===== config.mk =====
export PLATFORM = sky130hd
export DESIGN_NAME = rx_ipv4
export DESIGN_NICKNAME = d
export VERILOG_FILES = /design/src/rtl/rx_ipv4.sv
export SDC_FILE = /design/constraint.sdc
export NUM_CORES = 1
export LEC_CHECK = 0
export BUFFER_PORTS_ARGS = -buffer_cell sky130_fd_sc_hd__clkbuf_2
export CORE_MARGIN = 1
export CORE_UTILIZATION = 55
export CTS_CLUSTER_SIZE = 20
export DETAILED_ROUTE_END_ITERATION = 12
export PLACE_DENSITY = 0.77
export SYNTH_ARGS = -nofsm -noshare
export SYNTH_HDL_FRONTEND = slang
export SYNTH_SLANG_ARGS = --single-unit

===== constraint.sdc =====
create_clock -name RX_CLK -period 5.1 [get_ports RX_CLK]
set_input_delay 0.255 -clock RX_CLK [delete_from_list [all_inputs] [get_ports RX_CLK]]
set_output_delay 0.255 -clock RX_CLK [all_outputs]
set_load 0.01 [all_outputs]

===== src/rtl/rx_ipv4.sv =====
// IPv4 receive stage: parses and validates the header as it streams in, then forwards
// the payload one cycle later with last/done/err framing pulses.
module rx_ipv4 (
    input  logic        RX_CLK,
    input  logic        rst,
    input  logic [31:0] ip_addr,
    input  logic        rx_payload_ipv4,
    input  logic [7:0]  rx_payload,
    output logic [31:0] rx_ip_src,
    output logic [7:0]  rx_ip_protocol,
    output logic        rx_ip_payload_valid,
    output logic [7:0]  rx_ip_payload,
    output logic        rx_ip_last,
    output logic        rx_ip_done,
    output logic        rx_ip_err
);
    typedef enum logic [2:0] {IDLE, HEADER, PAYLOAD, DISCARD, DONE} state_t;

    state_t      state_q, state_d;
    logic [15:0] cnt_q, cnt_d;
    logic [15:0] sum_q, sum_d;
    logic [7:0]  hi_q, hi_d;
    logic [3:0]  ver_q, ver_d;
    logic [3:0]  ihl_q, ihl_d;
    logic [15:0] tot_q, tot_d;
    logic [13:0] frag_q, frag_d;
    logic [7:0]  proto_q, proto_d;
    logic [31:0] src_q, src_d;
    logic [31:0] dst_q, dst_d;
    logic [15:0] plen_q, plen_d;
    logic [31:0] osrc_q, osrc_d;
    logic [7:0]  oproto_q, oproto_d;
    logic [7:0]  pd_q, pd_d;
    logic        pv_q, pv_d;
    logic        last_q, last_d;
    logic        done_q, done_d;
    logic        err_q, err_d;

    logic [16:0] add;
    logic [15:0] hlen;
    logic [15:0] hlast;
    logic        accept;

    assign add   = {1'b0, sum_q} + {1'b0, hi_q, rx_payload};
    assign hlen  = {10'd0, ihl_q, 2'b00};
    // A short IHL is rejected anyway; still wait for the fixed 20-byte header so dst is seen.
    assign hlast = (ihl_q < 4'd5) ? 16'd19 : hlen - 16'd1;

    always_comb begin
        state_d  = state_q;
        cnt_d    = cnt_q;
        sum_d    = sum_q;
        hi_d     = hi_q;
        ver_d    = ver_q;
        ihl_d    = ihl_q;
        tot_d    = tot_q;
        frag_d   = frag_q;
        proto_d  = proto_q;
        src_d    = src_q;
        dst_d    = dst_q;
        plen_d   = plen_q;
        osrc_d   = osrc_q;
        oproto_d = oproto_q;
        pd_d     = pd_q;
        pv_d     = 1'b0;
        last_d   = 1'b0;
        done_d   = 1'b0;
        err_d    = 1'b0;
        accept   = 1'b0;
        case (state_q)
            IDLE: begin
                if (rx_payload_ipv4) begin
                    state_d = HEADER;
                    cnt_d   = 16'd1;
                    sum_d   = 16'd0;
                    hi_d    = rx_payload;
                    ver_d   = rx_payload[7:4];
                    ihl_d   = rx_payload[3:0];
                end
            end
            HEADER: begin
                if (!rx_payload_ipv4) begin
                    err_d   = 1'b1;
                    state_d = IDLE;
                end else begin
                    cnt_d = cnt_q + 16'd1;
                    // Odd bytes close a big-endian pair; fold the carry straight back in.
                    if (cnt_q[0]) sum_d = add[15:0] + {15'd0, add[16]};
                    else          hi_d  = rx_payload;
                    case (cnt_q)
                        16'd2:  tot_d  = {rx_payload, tot_q[7:0]};
                        16'd3:  tot_d  = {tot_q[15:8], rx_payload};
                        16'd6:  frag_d = {rx_payload[5:0], frag_q[7:0]};
                        16'd7:  frag_d = {frag_q[13:8], rx_payload};
                        16'd9:  proto_d = rx_payload;
                        16'd12, 16'd13, 16'd14, 16'd15: src_d = {src_q[23:0], rx_payload};
                        16'd16, 16'd17, 16'd18, 16'd19: dst_d = {dst_q[23:0], rx_payload};
                        default: ;
                    endcase
                    if (cnt_q == hlast) begin
                        accept = (ver_q == 4'd4) && (ihl_q >= 4'd5) && (sum_d == 16'hFFFF) &&
                                 !frag_d[13] && (frag_d[12:0] == 13'd0) && (tot_d >= hlen) &&
                                 ((dst_d == ip_addr) || (dst_d == 32'hFFFF_FFFF));
                        if (accept) begin
                            osrc_d   = src_d;
                            oproto_d = proto_d;
                            plen_d   = tot_d - hlen;
                            cnt_d    = 16'd0;
                            if (tot_d == hlen) begin
                                state_d = DONE;
                                done_d  = 1'b1;
                            end else begin
                                state_d = PAYLOAD;
                            end
                        end else begin
                            err_d   = 1'b1;
                            state_d = DISCARD;
                        end
                    end
                end
            end
            PAYLOAD: begin
                if (!rx_payload_ipv4) begin
                    err_d   = 1'b1;
                    state_d = IDLE;
                end else begin
                    pv_d  = 1'b1;
                    pd_d  = rx_payload;
                    cnt_d = cnt_q + 16'd1;
                    if (cnt_q + 16'd1 == plen_q) begin
                        last_d  = 1'b1;
                        done_d  = 1'b1;
                        state_d = DONE;
                    end
                end
            end
            DONE:    state_d = rx_payload_ipv4 ? DISCARD : IDLE;
            DISCARD: if (!rx_payload_ipv4) state_d = IDLE;
            default: state_d = IDLE;
        endcase
    end

    always_ff @(posedge RX_CLK or negedge rst) begin
        if (!rst) begin
            state_q  <= IDLE;
            cnt_q    <= '0;
            sum_q    <= '0;
            hi_q     <= '0;
            ver_q    <= '0;
            ihl_q    <= '0;
            tot_q    <= '0;
            frag_q   <= '0;
            proto_q  <= '0;
            src_q    <= '0;
            dst_q    <= '0;
            plen_q   <= '0;
            osrc_q   <= '0;
            oproto_q <= '0;
            pd_q     <= '0;
            pv_q     <= 1'b0;
            last_q   <= 1'b0;
            done_q   <= 1'b0;
            err_q    <= 1'b0;
        end else begin
            state_q  <= state_d;
            cnt_q    <= cnt_d;
            sum_q    <= sum_d;
            hi_q     <= hi_d;
            ver_q    <= ver_d;
            ihl_q    <= ihl_d;
            tot_q    <= tot_d;
            frag_q   <= frag_d;
            proto_q  <= proto_d;
            src_q    <= src_d;
            dst_q    <= dst_d;
            plen_q   <= plen_d;
            osrc_q   <= osrc_d;
            oproto_q <= oproto_d;
            pd_q     <= pd_d;
            pv_q     <= pv_d;
            last_q   <= last_d;
            done_q   <= done_d;
            err_q    <= err_d;
        end
    end

    assign rx_ip_src           = osrc_q;
    assign rx_ip_protocol      = oproto_q;
    assign rx_ip_payload_valid = pv_q;
    assign rx_ip_payload       = pd_q;
    assign rx_ip_last          = last_q;
    assign rx_ip_done          = done_q;
    assign rx_ip_err           = err_q;
endmodule


==> summary.md, run 1 <==
| Metric | Value |
|---|---|
| Status | complete, but fails checks |
| Failing checks | setup timing |
| Fin crit period | 5.13 ns |
| Commonest non-fill, non-tap cell in the layout | dfrtp_1 |
| Worst relative slew slack | 31.4% |
| Reg clk slew, reported paths | 0.06 ns |
| Max incr delay on CP | 0.51 ns |
| GRT Total Usage | 30.2% |
| Placeable Area | 23400 um^2 |
| Yosys cell types | 82 |
| Wire per inst | 20.0 um |
| Die span in y | 156 um |
| EDFF count, synth | 0 |
| Vias in the first global route | 10679 |
| Fin nets | 1566 |
| Initial antenna violation count | 0 |
| Compound-Gate Fraction of Synth Area | 17.0% |
| Largest net degree at the start of global routing | 136 |
| P_int | 4.75 mW |
| Slowest-stage cell, CP | or4_4 |
| Crit path max fanout | 33 |
| Sequential share of the synthesized area | 42.4% |
| Area grow syn2layout | 17.0% |
| Final count of negative-setup-slack endpoints | 6 |
| Max Cap Viol | 0 |
| IO Port Bufs | 94 |
| PwrDens | 522 nW/um^2 |
| Synth Area in Simple Gates | 17.6% |
| Sw power | 3.22 mW |
| Global-route wire length before repair | 57800 um |
| Most used cell, CP | buf_12 |
| Row count | 56 |
| H-tree Lvls | 1 |
| Peak VDD IR | 0.000329 V |
| Finished Layout Cells | 1828 |
| Most frequent cells in the layout | 221 x dfrtp_1, 170 x nand2_1, 103 x o21ai_0, 93 x clkbuf_2, 80 x buf_4 |
| Post-synth ARST share | 100% |
| Fmax | 195 MHz |
| Worst setup margin | -0.0328 ns |
| Global route overflow | 0 |
| TritonCTS clock tree | done |
| CP top delay family | simple AND/OR/NAND/NOR gates |
| Die Width | 156 um |
| Largest family of logic cells by synthesized area | simple AND/OR/NAND/NOR gates |
| Fin. max-slew vios | 0 |
| CP Class | reg -> reg |
| Initial Util | 55.8% |
| Worst skew pair latency | 0.54 ns |
| Clk buf depth | 3 |
| Via count | 11176 |
| Final hold vios | 0 |
| Adder-cell share of the synthesized area | 3.07% |
| Fraction of layout cells with a size suffix above 1 | 22.7% |
| CP endpoint kind | flop |
| HPWL after DPL | 25400 um |
| Die Footprint | 24400 um^2 |
| Lkg Pwr | 7.21 nW |
| CP Buf/Inv Count | 4 |
| Clk pwr share | 22.6% |
| Dpl ws | -0.162 ns |
| CTS Buf Count | 24 |
| Clock sinks | 221 |
| # placed instances | 1777 |
| Drt initial violations | 962 |
| Mux contribution to synthesized area | 9.97% |
| Comb power frac | 47.5% |
| Routed Antenna Nets | 0 |
| Via density | 6.11 |
| Synth Area in XOR/XNOR | 6.12% |
| I/O Pins | 95 |
| Worst Skew | 0.0286 ns |
| Placer Congestion | 0.947 |
| Clk root buf | clkbuf_16 |
| Switching share of total power | 40.4% |
| CP required | 5.52 ns |
| Residual DRC | 0 |
| Final period utilization | 101% |
| Worst Setup Start Kind | flop |
| Synth Warn # | 0 |
| Hold/Removal Path Class | in -> reg |
| DR pass1 iterations | 5 |
| WHS | 0.0183 ns |
| Arr. time, crit path | 5.55 ns |
| Post-synthesis average cell area | 9.49 um^2 |
| Syn Inst Count | 1375 |
| Slew of the pin with the lowest slew margin | 1.03 ns |
| Syn nets | 1448 |
| ANT cells | 0 |
| Sequential share of power | 29.9% |
| #FFs+latches synth | 221 |
| Unrepaired setup endpoints after global routing | yes |
| Setup TNS | -0.0560 ns |
| Power Total | 7.97 mW |
| Ys flop type | dfrtp_1 |
| Final wirelength | 36500 um |
| Cell Area, Synth | 13100 um^2 |
[cells by family after synthesis]
logic type	Yosys count
fa+ha+maj	31
xor+xnor	88
compound gates	338
simple gates	446
mux	121
flops	221
buf+inv	130
[power groups by stage]
stage	clock (mW)	combinational, mW	sequential, mW
2_1_floorplan	0	2.57	2.30
3_3_place_gp	0	3.53	2.38
3_5_place_dp	0	3.58	2.39
4_1_cts	1.83	3.62	2.37
5_1_grt	1.90	4.13	2.42
6_report	1.80	3.79	2.38
[layout make-up]
| cell class | instances | area, um^2 |
|---|---|---|
| Clock inverter | 10 | 158 |
| Fill cell | 1889 | 8130 |
| Clock buffer | 32 | 661 |
| Timing Repair Buffer | 181 | 1190 |
| Sequential cell | 221 | 5530 |
| Multi-Input combinational cell | 1024 | 7180 |
| Tap cell | 319 | 399 |
| Inverter | 41 | 154 |
[what timing repair did]
action,CTS,global route
resized for setup,5,42
pin swaps,9,12
endpoints found under the hold margin,133,0
endpoints found under the setup margin,59,68
buffers inserted,2,7
hold buffers,1,0
[flip-flops by register name (all words and copies together), names as in the netlist, 3 cells and up]
register        flops
cnt_q              16
dst_q              32
frag_q             14
hi_q                8
ihl_q               4
plen_q             16
proto_q             8
rx_ip_payload       8
rx_ip_protocol      8
rx_ip_src          32
src_q              32
state_q             3
sum_q              16
tot_q              16
ver_q               4
[synth_stat cells (17+ instances only)]
cell type  count  area (um^2)
nand2_1      174          653
nor3_1        21          105
xor2_1        33          289
nor4_1        30          188
mux2i_1       49          490
a22o_1        32          280
xnor2_1       53          464
a21oi_1       46          230
clkbuf_1      71          267
o21ai_0      123          616
ha_1          28          350
nor2_1        57          214
nand3_1       21          105
a21o_1        17          128
dfrtp_1      221         5530
inv_1         40          150
mux2_2        72          811
nand4_1       29          181
[metal layers]
layer	global-route usage, %	vias up	part of all wire, %
li1	-	5226	-
met1	42.9	5468	44
met2	48.1	394	46
met3	3.47	88	5.7
met4	9.85	0	3.4
met5	0	-	0
[metrics by stage]
| stage | utilization [%] | area (um^2) |
|---|---|---|
| final | 65.3 | 15300 |
| after global routing | 65.3 | 15300 |
| after CTS | 64.6 | 15100 |
| after detailed placement | 60.9 | 14300 |
| after global placement | 60.9 | 14300 |
| after floorplan | - | 13100 |
[final timing paths]
check	slack [ns]	startpoint	end	cells past startpoint
hold / removal	0.02	rx_payload_ipv4	state_q[0]	3
min in group asynchronous	0.46	rst	plen_q[11]	2
setup / recovery	-0.03	sum_q[0]	rx_ip_protocol[6]	25
setup reg to reg	-0.03	sum_q[0]	rx_ip_protocol[6]	25
max in group asynchronous	3.43	rst	sum_q[5]	3
hold reg to reg	0.48	rx_ip_payload[6]	rx_ip_payload[6]	2
[worst register-to-register path: stages (launching register included)]
cell	delay [ns]
dfrtp_1	0.34
ha_2	0.19
inv_2	0.04
fa_2	0.33
nand2b_4	0.16
a211oi_4	0.24
o211a_1	0.20
o21a_1	0.14
o21ai_1	0.06
nor2b_1	0.14
o21bai_1	0.13
a21o_1	0.19
ha_4	0.17
nand3_2	0.09
nor4_1	0.25
nand4_1	0.24
or4_4	0.51
nor4_4	0.30
xnor2_2	0.13
a2111oi_4	0.38
buf_4	0.18
nand4bb_4	0.11
buf_12	0.17
buf_12	0.17
nand2_1	0.09
o21ai_0	0.10
No activity file was read; power rests on OpenSTA's default activity.
==> run 2, diff against run 1 <==
--- a/config.mk
+++ b/config.mk
@@ -7,10 +7,10 @@
 export LEC_CHECK = 0
 export BUFFER_PORTS_ARGS = -buffer_cell sky130_fd_sc_hd__clkbuf_2
 export CORE_MARGIN = 1
-export CORE_UTILIZATION = 55
+export CORE_UTILIZATION = 60
 export CTS_CLUSTER_SIZE = 20
 export DETAILED_ROUTE_END_ITERATION = 12
-export PLACE_DENSITY = 0.77
+export PLACE_DENSITY = 0.79
 export SYNTH_ARGS = -nofsm -noshare
 export SYNTH_HDL_FRONTEND = slang
 export SYNTH_SLANG_ARGS = --single-unit
==> constraint.sdc (replaced) <==
create_clock -name RX_CLK -period 5.8 [get_ports RX_CLK]
set_input_delay 0.29 -clock RX_CLK [delete_from_list [all_inputs] [get_ports RX_CLK]]
set_output_delay 0.29 -clock RX_CLK [all_outputs]
set_load 0.01 [all_outputs]
==> summary.md, run 2 (synthesis gave the netlist of run 1 again) <==
| Metric | Value |
|---|---|
| Switching share of total power | 41.0% (+0.64 points) |
| Worst relative slew slack | 38.9% (+7.6 points) |
| Global-route wire length before repair | 56100 um (-2.9%) |
| Residual DRC | 0 (unchanged) |
| Largest net degree at the start of global routing | 124 (-8.8%) |
| TritonCTS clock tree | done |
| CP top delay family | compound AO/OA/AOI/OAI gates |
| HPWL after DPL | 24400 um (-4.1%) |
| Sw power | 2.81 mW (-13%) |
| Worst r2r dst | plen_q[7] |
| Area grow syn2layout | 14.5% |
| Die Footprint | 22400 um^2 (-8.2%) |
| Placeable Area | 21200 um^2 (-9.6%) |
| Most frequent cells in the layout | 221 x dfrtp_1, 174 x nand2_1, 122 x o21ai_0, 93 x clkbuf_2, 72 x mux2_2 |
| Routed Antenna Nets | 0 (unchanged) |
| Global route overflow | 0 (unchanged) |
| Via count | 11242 (+0.59%) |
| Arr. time, crit path | 6.04 ns (+0.49 ns) |
| ANT cells | 0 (unchanged) |
| Fraction of layout cells with a size suffix above 1 | 20.0% (-2.7 points) |
| Reg clk slew, reported paths | 0.06 ns (about the same) |
| Dpl ws | -0.0120 ns (+0.150 ns) |
| Die Width | 150 um (-4.2%) |
| Hold/Removal Path Class | in -> reg |
| Wire per inst | 21.1 um (+5.6%) |
| Drt initial violations | 980 (+1.9%) |
| Endpoint, Worst Hold | state_q[0] |
| Sequential share of power | 30.8% (+0.9 points) |
| Status | finished, final reports clean |
| Crit path max fanout | 14 (-58%) |
| CP Class | reg -> reg |
| Slowest-stage cell, CP | or4_4 |
| Initial Util | 61.7% (+5.9 points) |
| DR pass1 iterations | 5 (unchanged) |
| Clk pwr share | 23.3% (+0.7 points) |
| Worst Skew | 0.0233 ns (-0.00527 ns) |
| Peak VDD IR | 0.000274 V (-17%) |
| CP Buf/Inv Count | 3 (-1) |
| Fin. max-slew vios | 0 (unchanged) |
| Hold path depth | 3 (unchanged) |
| CP required | 6.20 ns (+0.68 ns) |
| Worst Setup Start Kind | flop |
| Hold Path Origin | rx_payload_ipv4 |
| Clock sinks | 221 (unchanged) |
| Final count of negative-setup-slack endpoints | 0 (-6) |
| Vias in the first global route | 10528 (-1.4%) |
| R2R Setup Slk | 0.17 ns (+0.20 ns) |
| Via density | 6.43 (+5.2%) |
| Final wirelength | 36800 um (+0.97%) |
| Reg2Reg Depth | 25 (unchanged) |
| Final hold vios | 0 (unchanged) |
| Row count | 53 (-5.4%) |
| P_int | 4.04 mW (-15%) |
| H-tree Lvls | 1 (unchanged) |
| Max incr delay on CP | 0.49 ns (-0.02 ns) |
| Initial antenna violation count | 0 (unchanged) |
| Fin crit period | 5.63 ns (+0.500 ns) |
| End-of-flow core utilization | 70.7% (+5.4 points) |
| Clk root buf | clkbuf_16 |
| Placer Congestion | 0.970 (+2.5%) |
| CTS Buf Count | 24 (unchanged) |
| Clk buf depth | 3 (unchanged) |
| Fin nets | 1530 (-2.3%) |
| Die span in y | 150 um (-4.2%) |
| PwrDens | 459 nW/um^2 (-12%) |
| Post-route cell area | 14900 um^2 (-2.1%) |
| CP endpoint kind | flop |
| Comb power frac | 45.9% (-1.6 points) |
| Lkg Pwr | 7.04 nW (-2.3%) |
| Worst setup margin | 0.167 ns (+0.200 ns) |
| Commonest non-fill, non-tap cell in the layout | dfrtp_1 |
| IO Port Bufs | 94 (unchanged) |
| Fmax | 178 MHz (-8.9%) |
| Placed cell area | 13800 um^2 (-3.1%) |
| Worst skew pair latency | 0.54 ns (about the same) |
| Power Total | 6.86 mW (-14%) |
| Slew of the pin with the lowest slew margin | 0.911 ns (-0.119 ns) |
| Worst r2r src | sum_q[0] |
| GRT Total Usage | 31.8% (+1.6 points) |
| I/O Pins | 95 (unchanged) |
| Final period utilization | 97.1% (-3.5 points) |
| Max Cap Viol | 0 (unchanged) |
-- run 2: cell count changes in the layout (fill, tap and decap cells not counted), sizes merged --
cell | previous run | this run
buf | 87 | 48
bufinv | 3 | 2
clkbuf | 125 | 131
clkinv | 6 | 5
clkinvlp | 0 | 1
inv | 42 | 40
-- run 2: layer usage --
layer	global-route usage [%]	wire length, um	part of all wire [%]
met5	0	0	0
met4	9.18	830	2.3
met3	6.74	3000	8.1
met2	50.1	17300	47
met1	44.3	15600	42
-- run 2: power by group through the flow --
stage / clock (mW) / sequential (mW) / combinational, mW
after global placement: 0 / 2.11 / 2.89
final: 1.60 / 2.11 / 3.15
after CTS: 1.61 / 2.10 / 2.98
after global routing: 1.67 / 2.14 / 3.42
after floorplan: 0 / 2.02 / 2.24
after detailed placement: 0 / 2.12 / 2.94
-- run 2: cell type report --
| type | instances | area, um^2 |
|---|---|---|
| multi-input cells | 1024 | 7130 |
| fillers | 1563 | 6200 |
| flip-flops and latches | 221 | 5530 |
| repair buffers | 145 | 955 |
| clock buffers | 35 | 722 |
| well taps | 275 | 344 |
| inverters | 41 | 154 |
| clock inverters | 7 | 116 |
-- run 2: worst max-delay path by stage --
stage	start	slack [ns]	endpoint	cells after the start
global placement	rx_payload[0]	0.11	cnt_q[6]	23
finish	sum_q[0]	0.17	plen_q[7]	25
CTS	sum_q[0]	0.02	cnt_q[6]	22
global route	sum_q[0]	-0.11	plen_q[7]	25
floorplan	rx_payload[1]	0.39	cnt_q[6]	22
detailed placement	sum_q[0]	-0.01	cnt_q[6]	22
-- run 2: repair_timing --
item	CTS	global route
endpoints found under the hold margin	121	0
cloned	0	4
pin swaps	2	10
setup buffers	2	10
hold buffers	1	0
endpoints found under the setup margin	1	65
resized for setup	0	18
-- run 2: through the flow --
step	TNS (ns)	hold WS, ns	std cells
global placement	0	0.432	1689
detailed placement	-0.0120	0.426	1689
CTS	0	0.0812	1734
global route	-2.54	0.106	1748
finish	0	0.0877	1748
floorplan	0	-0.00559	1375
-- run 2: worst min-delay path: stages --
cell and delay, ns:
clkbuf_2 0.13, nand3_1 0.10, a31oi_1 0.05
